## src/rtl/return_stack.sv

```systemverilog
// Return-address stack: push JAL return PCs, pop on function return; top-of-stack read combinationally.
// Latency: push/pop/replace take effect at the next rising edge; ret_addr/sp/empty/full follow state with no extra delay.
// Backpressure: none; push on full and pop on empty are dropped (flagged when RSTACK_GUARD_EN is defined).
module return_stack #(
    parameter int DEPTH = 16,
    parameter int AW    = 32
) (
    input  logic          clk,
    input  logic          reset,
    input  logic          en,
    input  logic          push,
    input  logic          pop,
    input  logic [AW-1:0] push_addr,
    output logic [AW-1:0] ret_addr,
    output logic [31:0]   sp,
    output logic          empty,
    output logic          full,
    output logic          overflow,
    output logic          underflow,
    input  logic          err_clr
);

    localparam int IW = $clog2(DEPTH);
    localparam int CW = IW + 1;

    logic [AW-1:0] r_mem [DEPTH];
    logic [CW-1:0] r_cnt;

    logic          w_empty;
    logic          w_full;
    logic [IW-1:0] w_wr_idx;
    logic [IW-1:0] w_top_idx;
    logic          w_do_push;
    logic          w_do_pop;
    logic          w_do_replace;
    logic          w_ovf_evt;
    logic          w_unf_evt;

    assign w_empty   = (r_cnt == '0);
    assign w_full    = (r_cnt == CW'(DEPTH));
    // Low bits only: cnt=DEPTH wraps to index 0 here, but that index is never written while full.
    assign w_wr_idx  = r_cnt[IW-1:0];
    // cnt=DEPTH has zero low bits, so subtracting one still lands on DEPTH-1.
    assign w_top_idx = r_cnt[IW-1:0] - IW'(1);

    // A push+pop on an empty stack degenerates into a plain push.
    assign w_do_replace = en & push & pop & ~w_empty;
    assign w_do_push    = en & push & (~pop | w_empty) & ~w_full;
    assign w_do_pop     = en & pop & ~push & ~w_empty;
    // Replace-top on a full stack is legal, so only a lone push can overflow.
    assign w_ovf_evt    = en & push & ~pop & w_full;
    assign w_unf_evt    = en & pop & ~push & w_empty;

    assign ret_addr = w_empty ? '0 : r_mem[w_top_idx];
    assign sp       = {{(32-CW){1'b0}}, r_cnt};
    assign empty    = w_empty;
    assign full     = w_full;

    // Entry count: increments on push, decrements on pop, never wraps.
    always_ff @(posedge clk or posedge reset) begin
        if (reset) begin
            r_cnt <= '0;
        end else if (w_do_push) begin
            r_cnt <= r_cnt + CW'(1);
        end else if (w_do_pop) begin
            r_cnt <= r_cnt - CW'(1);
        end
    end

    // Storage writes: append above the top on push, overwrite the top on replace; pops leave stale data.
    always_ff @(posedge clk or posedge reset) begin
        if (reset) begin
            for (int i = 0; i < DEPTH; i++) begin
                r_mem[i] <= '0;
            end
        end else if (w_do_push) begin
            r_mem[w_wr_idx] <= push_addr;
        end else if (w_do_replace) begin
            r_mem[w_top_idx] <= push_addr;
        end
    end

`ifdef RSTACK_GUARD_EN
    logic r_overflow;
    logic r_underflow;

    // Sticky error flags; a new error at the same edge as err_clr keeps the flag set.
    always_ff @(posedge clk or posedge reset) begin
        if (reset) begin
            r_overflow  <= 1'b0;
            r_underflow <= 1'b0;
        end else begin
            if (w_ovf_evt) begin
                r_overflow <= 1'b1;
            end else if (err_clr) begin
                r_overflow <= 1'b0;
            end
            if (w_unf_evt) begin
                r_underflow <= 1'b1;
            end else if (err_clr) begin
                r_underflow <= 1'b0;
            end
        end
    end

    assign overflow  = r_overflow;
    assign underflow = r_underflow;
`else
    // Without the guard the error events and the clear input have no consumer.
    logic w_unused_guard;
    assign w_unused_guard = err_clr ^ w_ovf_evt ^ w_unf_evt;
    assign overflow  = 1'b0;
    assign underflow = 1'b0;
`endif

endmodule

```

## config.mk

```make
export PLATFORM = sky130hd
export DESIGN_NAME = return_stack
export DESIGN_NICKNAME = d
export VERILOG_FILES = /design/src/rtl/return_stack.sv
export SDC_FILE = /design/constraint.sdc
export NUM_CORES = 1
export LEC_CHECK = 0
export CAP_MARGIN = 20
export CORE_ASPECT_RATIO = 1.5
export CORE_UTILIZATION = 45
export CTS_BUF_LIST = sky130_fd_sc_hd__clkbuf_8
export DETAILED_ROUTE_END_ITERATION = 8
export PLACE_DENSITY = 0.66
export SYNTH_ARGS = -nofsm -noshare
export SYNTH_HDL_FRONTEND = slang
export SYNTH_SLANG_ARGS = --single-unit
```

## constraint.sdc

```tcl
create_clock -name clk -period 24.7 [get_ports clk]
set_input_delay 7.41 -clock clk [delete_from_list [all_inputs] [get_ports clk]]
set_output_delay 7.41 -clock clk [all_outputs]
set_load 0.01 [all_outputs]
```

=== After elaboration in Yosys (flattened, before gate mapping) ===
Index checks and enable logic that the tools add are counted.

* Word-level logic and storage cells: 59
* Flip-flop bits (word level): 517
* Output and inout bits: 68

* Reductions and logical operators: 5
* Add/subtract/negate cells: 3
* Bitwise logic cells: 15
* Equal/unequal tests: 1
* Magnitude comparators: 4
* Muxes and demuxes: 14

{| class="wikitable"
|+ Operators by type and width
! operator !! number
|-
| $bwmux 512 || 2
|-
| $mux 512 || 2
|-
| $demux 32 s4 || 2
|-
| $mux 32 || 5
|-
| $bmux 32 s4 || 1
|-
| $ge 5x5->1 const B || 2
|-
| $lt 5x1->1 const B || 2
|-
| $mux 5 || 2
|-
| $not 4->5 || 2
|-
| $and 1x1->1 || 8
|-
| $add 5x1->5 const B || 1
|-
| $eq 5x5->1 const B || 1
|-
| $logic_not 5->1 || 1
|-
| $sub 5x1->5 const B || 1
|-
| $not 1->1 || 4
|-
| $reduce_bool 2->1 || 2
|-
| $sub 4x1->4 const B || 1
|-
| $logic_and 1x1->1 || 2
|-
| $or 1x1->1 || 1
|}

=== Longest topological paths before layout ===
* Depth in word-level cells: 9
* Mapped depth: 15

=== Worst setup path after synthesis ===
Ideal clock, no wire load.

* Path kind: register to output
* From: register r_cnt[0]
* To: output ret_addr[4]
* Path slack: 13.844 ns
* Stages on the path, launching flop included: 13
* Arrival: 3.446 ns
* Cell sequence: dfrtp_1 buf_2 buf_2 buf_2 buf_1 inv_1 ha_1 buf_2 buf_2 clkbuf_1 mux4_2 o22ai_1 nor3_1

* Longest elaborated chain between the ends: 6

{| class="wikitable"
|+ Ends and longest elaborated chain
! item !! RTL line !! source
|-
| from (decl) || 27 || <nowiki>logic [CW-1:0] r_cnt;</nowiki>
|-
| from (signal assigned) || 64 || <nowiki>r_cnt <= r_cnt + CW'(1);</nowiki>
|-
| from (signal assigned) || 66 || <nowiki>r_cnt <= r_cnt - CW'(1);</nowiki>
|-
| $sub 4x1->4 || 44 || <nowiki>assign w_top_idx = r_cnt[IW-1:0] - IW'(1);</nowiki>
|-
| net w_top_idx[0] || 32 || <nowiki>logic [IW-1:0] w_top_idx;</nowiki>
|-
| $not 4->5 (not written as such) || 54 || <nowiki>assign ret_addr = w_empty ? '0 : r_mem[w_top_idx];</nowiki>
|-
| $bmux 32 s4 || 54 ||
|-
| $mux 32 (not written as such) (2 in a row) || 54 ||
|-
| $mux 32 || 54 ||
|-
| to (decl) || 14 || <nowiki>output logic [AW-1:0] ret_addr,</nowiki>
|}

The timed path passes the listed nets, and every way through them passes these cells. The select of a mux whose other input is x is not followed.

=== Final worst setup path ===
* From: register r_cnt[0]
* To: output ret_addr[31]

The elaborated chain is that of the path after synthesis.

==> impl_results.md <==
- First-pass DRT Iterations: 5
- CTS tree: done
- Mapped cell area: 24200 µm²
- DR vias: 14600
- Sum of routed wire length over all layers: 62.6 mm
- Worst reg2reg setup slack: 19.59 ns
- Setup_tns: 0 ns
- DRT antenna net count: 0
- Drt drc: 0
- Worst rel slew slack: 21.3%
- Setup Viol. Count Final: 0
- Pins Over Slew Limit: 0
- Worst clock skew: 0.0374 ns
- Root Driver: clkbuf_8
- FFs w/ async S/R, synth: 100%
- CP arrival: 5.13 ns
- Layout cells sized above 1: 36.3%
- CP Launch Type: flop
- Switching part of the total power: 34.3%
- Unrepaired setup endpoints after global routing: false
- Critical path class: reg2out
- Status: complete, no violations
- Yosys warning count: 0
- Leak pwr: 11.8 nW
- Vias in the first global route: 15900
- Logic pwr share: 45.1%
- Synth unique cells: 52
- Final min period: 12.54 ns
- H-tree depth: 3
- Critical path endpoint category: primary output
- Synth Flop Type: dfrtp_1
- Clock Path Buffers: 3
- Worst hold path class: reg2reg
- Synthesis-to-layout area growth: 11.5%
- Seq cells post-synth: 517
- Pwr dens: 150 nW/µm²
- FP Rows: 103
- Worst stage delay on the critical path: 0.87 ns
- Seq/Total Area, Yosys: 53.5%
- DR WL/cell: 26.6 µm
- Initial core utilization: 45.8%
- Slowest stage cell, crit path: dfrtp_4
- Net Sw Power: 1.39 mW
- Die Ht: 286 µm
- Fin. Hold Viols: 0
- Port bufs: 75
- Core area: 52800 µm²
- Detailed Route Iter0 Violations: 943
- Worst Path Required: 17.29 ns
- Top-Level Pins: 106
- Clock transition at the registers of the reported paths: 0.05 ns
- Power Total: 4.04 mW
- CTS Buf Count: 83
- Final period util: 50.8%
- Initial antenna violation count: 2
- Post-synth EDFFs: 0
- Vias/cell: 6.19
- Fmax: 79.7 MHz
- Pint: 2.66 mW
- Filler cells: 4412
- Total Routing Usage GR: 23.7%
- Syn Inst Count: 1579
- GPL Wtd Cong: 0.771
- Final Net Count: 1663
- Clk pwr share: 18.5%
- CP max FO: 53
- CTS sink cnt: 517
- Crit path cell chain: inv_1 -> ha_4 -> buf_4 -> mux4_2 -> o22ai_1 -> nor3_1 -> clkdlybuf4s50_1
- Cts hold-fix bufs: 0
- DP Wirelength: 34.8 mm
- First-pass GRT wire length: 97.4 mm
- Clock Latency Late Sink: 0.67 ns
- Worst IR Drop VDD: 90.8 µV
- Max_cap viols: 0
- PostCTS Resize Cnt: 0
- Worst Tran Pin Value: 1.18 ns
- Setup bufs post-CTS: 0
- Die W: 191 µm
- Sequential power share: 36.4%
- Die ar.: 54700 µm²
- GRT Residual Overflow: 0
- Avg Inst Size Synth: 15.3 µm²
- Largest net degree at the start of global routing: 169
==> cell usage in the layout (no fill, tap or decap), drive strengths merged, types with 33 or more instances in the layout <==
cell type	count
buf	33
clkbuf	106
clkdlybuf4s50	75
dfrtp	517
mux2	321
mux4	128
nand2	37
nor3	34
o22ai	65
o2bb2ai	192
==> cell usage after synthesis, types with 4 or more instances <==
master,instances,area (µm²)
dfrtp_1,517,12900
o2bb2ai_1,192,1680
mux2_4,150,2250
mux2_2,147,1660
mux4_2,128,2880
clkbuf_1,78,293
o22ai_1,65,407
buf_2,41,205
buf_4,38,285
nand2_1,37,139
nor3_1,33,165
mux2_1,24,270
buf_6,15,169
buf_1,11,41.3
a21oi_1,9,45.0
ha_1,8,100
nor2_1,7,26.3
o21ai_1,7,35.0
and2_1,6,37.5
nand3_1,6,30.0
inv_1,5,18.8
nand2b_1,5,31.3
nand3b_1,4,30.0
o21ai_0,4,20.0
==> per-stage QoR <==
step	instances	utilization, %	hold slack [ns]	cell area, µm²	setup slack, ns
after detailed placement	2212	47.8	0.469	25300	12.74
after CTS	2353	50.9	0.487	26900	12.04
after global placement	2212	47.8	0.465	25300	12.72
after floorplan	1607	-	0.451	24300	2.85
after global routing	2356	51.0	0.495	27000	11.99
final	2356	51.0	0.484	27000	12.16
==> per-layer routing <==
layer | GRT usage [%] | wire length, µm | vias up
met4 | 9.44 | 2000 | 2
li1 | - | - | 6062
met2 | 40.6 | 32500 | 519
met5 | 0 | 12 | -
met3 | 3.34 | 2940 | 135
met1 | 30.0 | 25100 | 7865
==> final cells by class <==
| class | instances | area [µm²] | share of cell area (%) |
|---|---|---|---|
| Clock buffer | 106 | 1460 | 5.41 |
| Sequential cell | 517 | 12900 | 48.0 |
| Multi-Input combinational cell | 901 | 10400 | 38.6 |
| Clock inverter | 35 | 210 | 0.780 |
| Inverter | 6 | 31.3 | 0.116 |
| Antenna cell | 1 | 2.50 | 0.00928 |
| Timing Repair Buffer | 108 | 1050 | 3.90 |
| Tap cell | 682 | 853 | 3.16 |
==> sequential cells by signal (all words and copies together) (netlist names) <==
name   count
r_cnt      5
r_mem    512
==> worst max-delay path: cells and delay by family (launching register included) <==
kind / cells / cell delay (ns)
compound gates: 1 / 0.09
buf+inv: 3 / 1.75
fa+ha+maj: 1 / 0.76
flops: 1 / 0.87
mux: 1 / 0.38
simple gates: 1 / 0.59
==> power by group through the flow <==
| stage | clock (mW) | combinational, mW | sequential (mW) |
|---|---|---|---|
| finish | 0.748 | 1.82 | 1.47 |
| global route | 0.799 | 1.94 | 1.52 |
| CTS | 0.763 | 1.84 | 1.47 |
| detailed placement | 0 | 1.83 | 1.47 |
| global placement | 0 | 1.81 | 1.45 |
| floorplan | 0 | 1.31 | 1.39 |
==> final timing paths <==
path	start	to	cells past startpoint
hold reg to reg	r_mem[174]$_DFFE_PP0P_	r_mem[174]$_DFFE_PP0P_	1
setup reg to reg	r_cnt[0]$_DFFE_PP0P_	r_mem[279]$_DFFE_PP0P_	10
hold / removal	r_mem[174]$_DFFE_PP0P_	r_mem[174]$_DFFE_PP0P_	1
max in group asynchronous	reset	r_cnt[0]$_DFFE_PP0P_	5
setup / recovery	r_cnt[0]$_DFFE_PP0P_	ret_addr[31]	7
min in group asynchronous	reset	r_mem[460]$_DFFE_PP0P_	2
==> cells by family after synthesis <==
| family | count (synthesis) | synth area share, % |
|---|---|---|
| DFF | 517 | 53.5 |
| adders and majority gates | 8 | 0.414 |
| AOI/OAI and AO/OA | 297 | 10.0 |
| other | 1 | 0.0155 |
| and+or+nand+nor | 112 | 2.42 |
| muxes | 450 | 29.2 |
| xor gates and xnor gates | 5 | 0.181 |
| buffers and inverters | 189 | 4.21 |
Power figures use the tool's default switching activity.
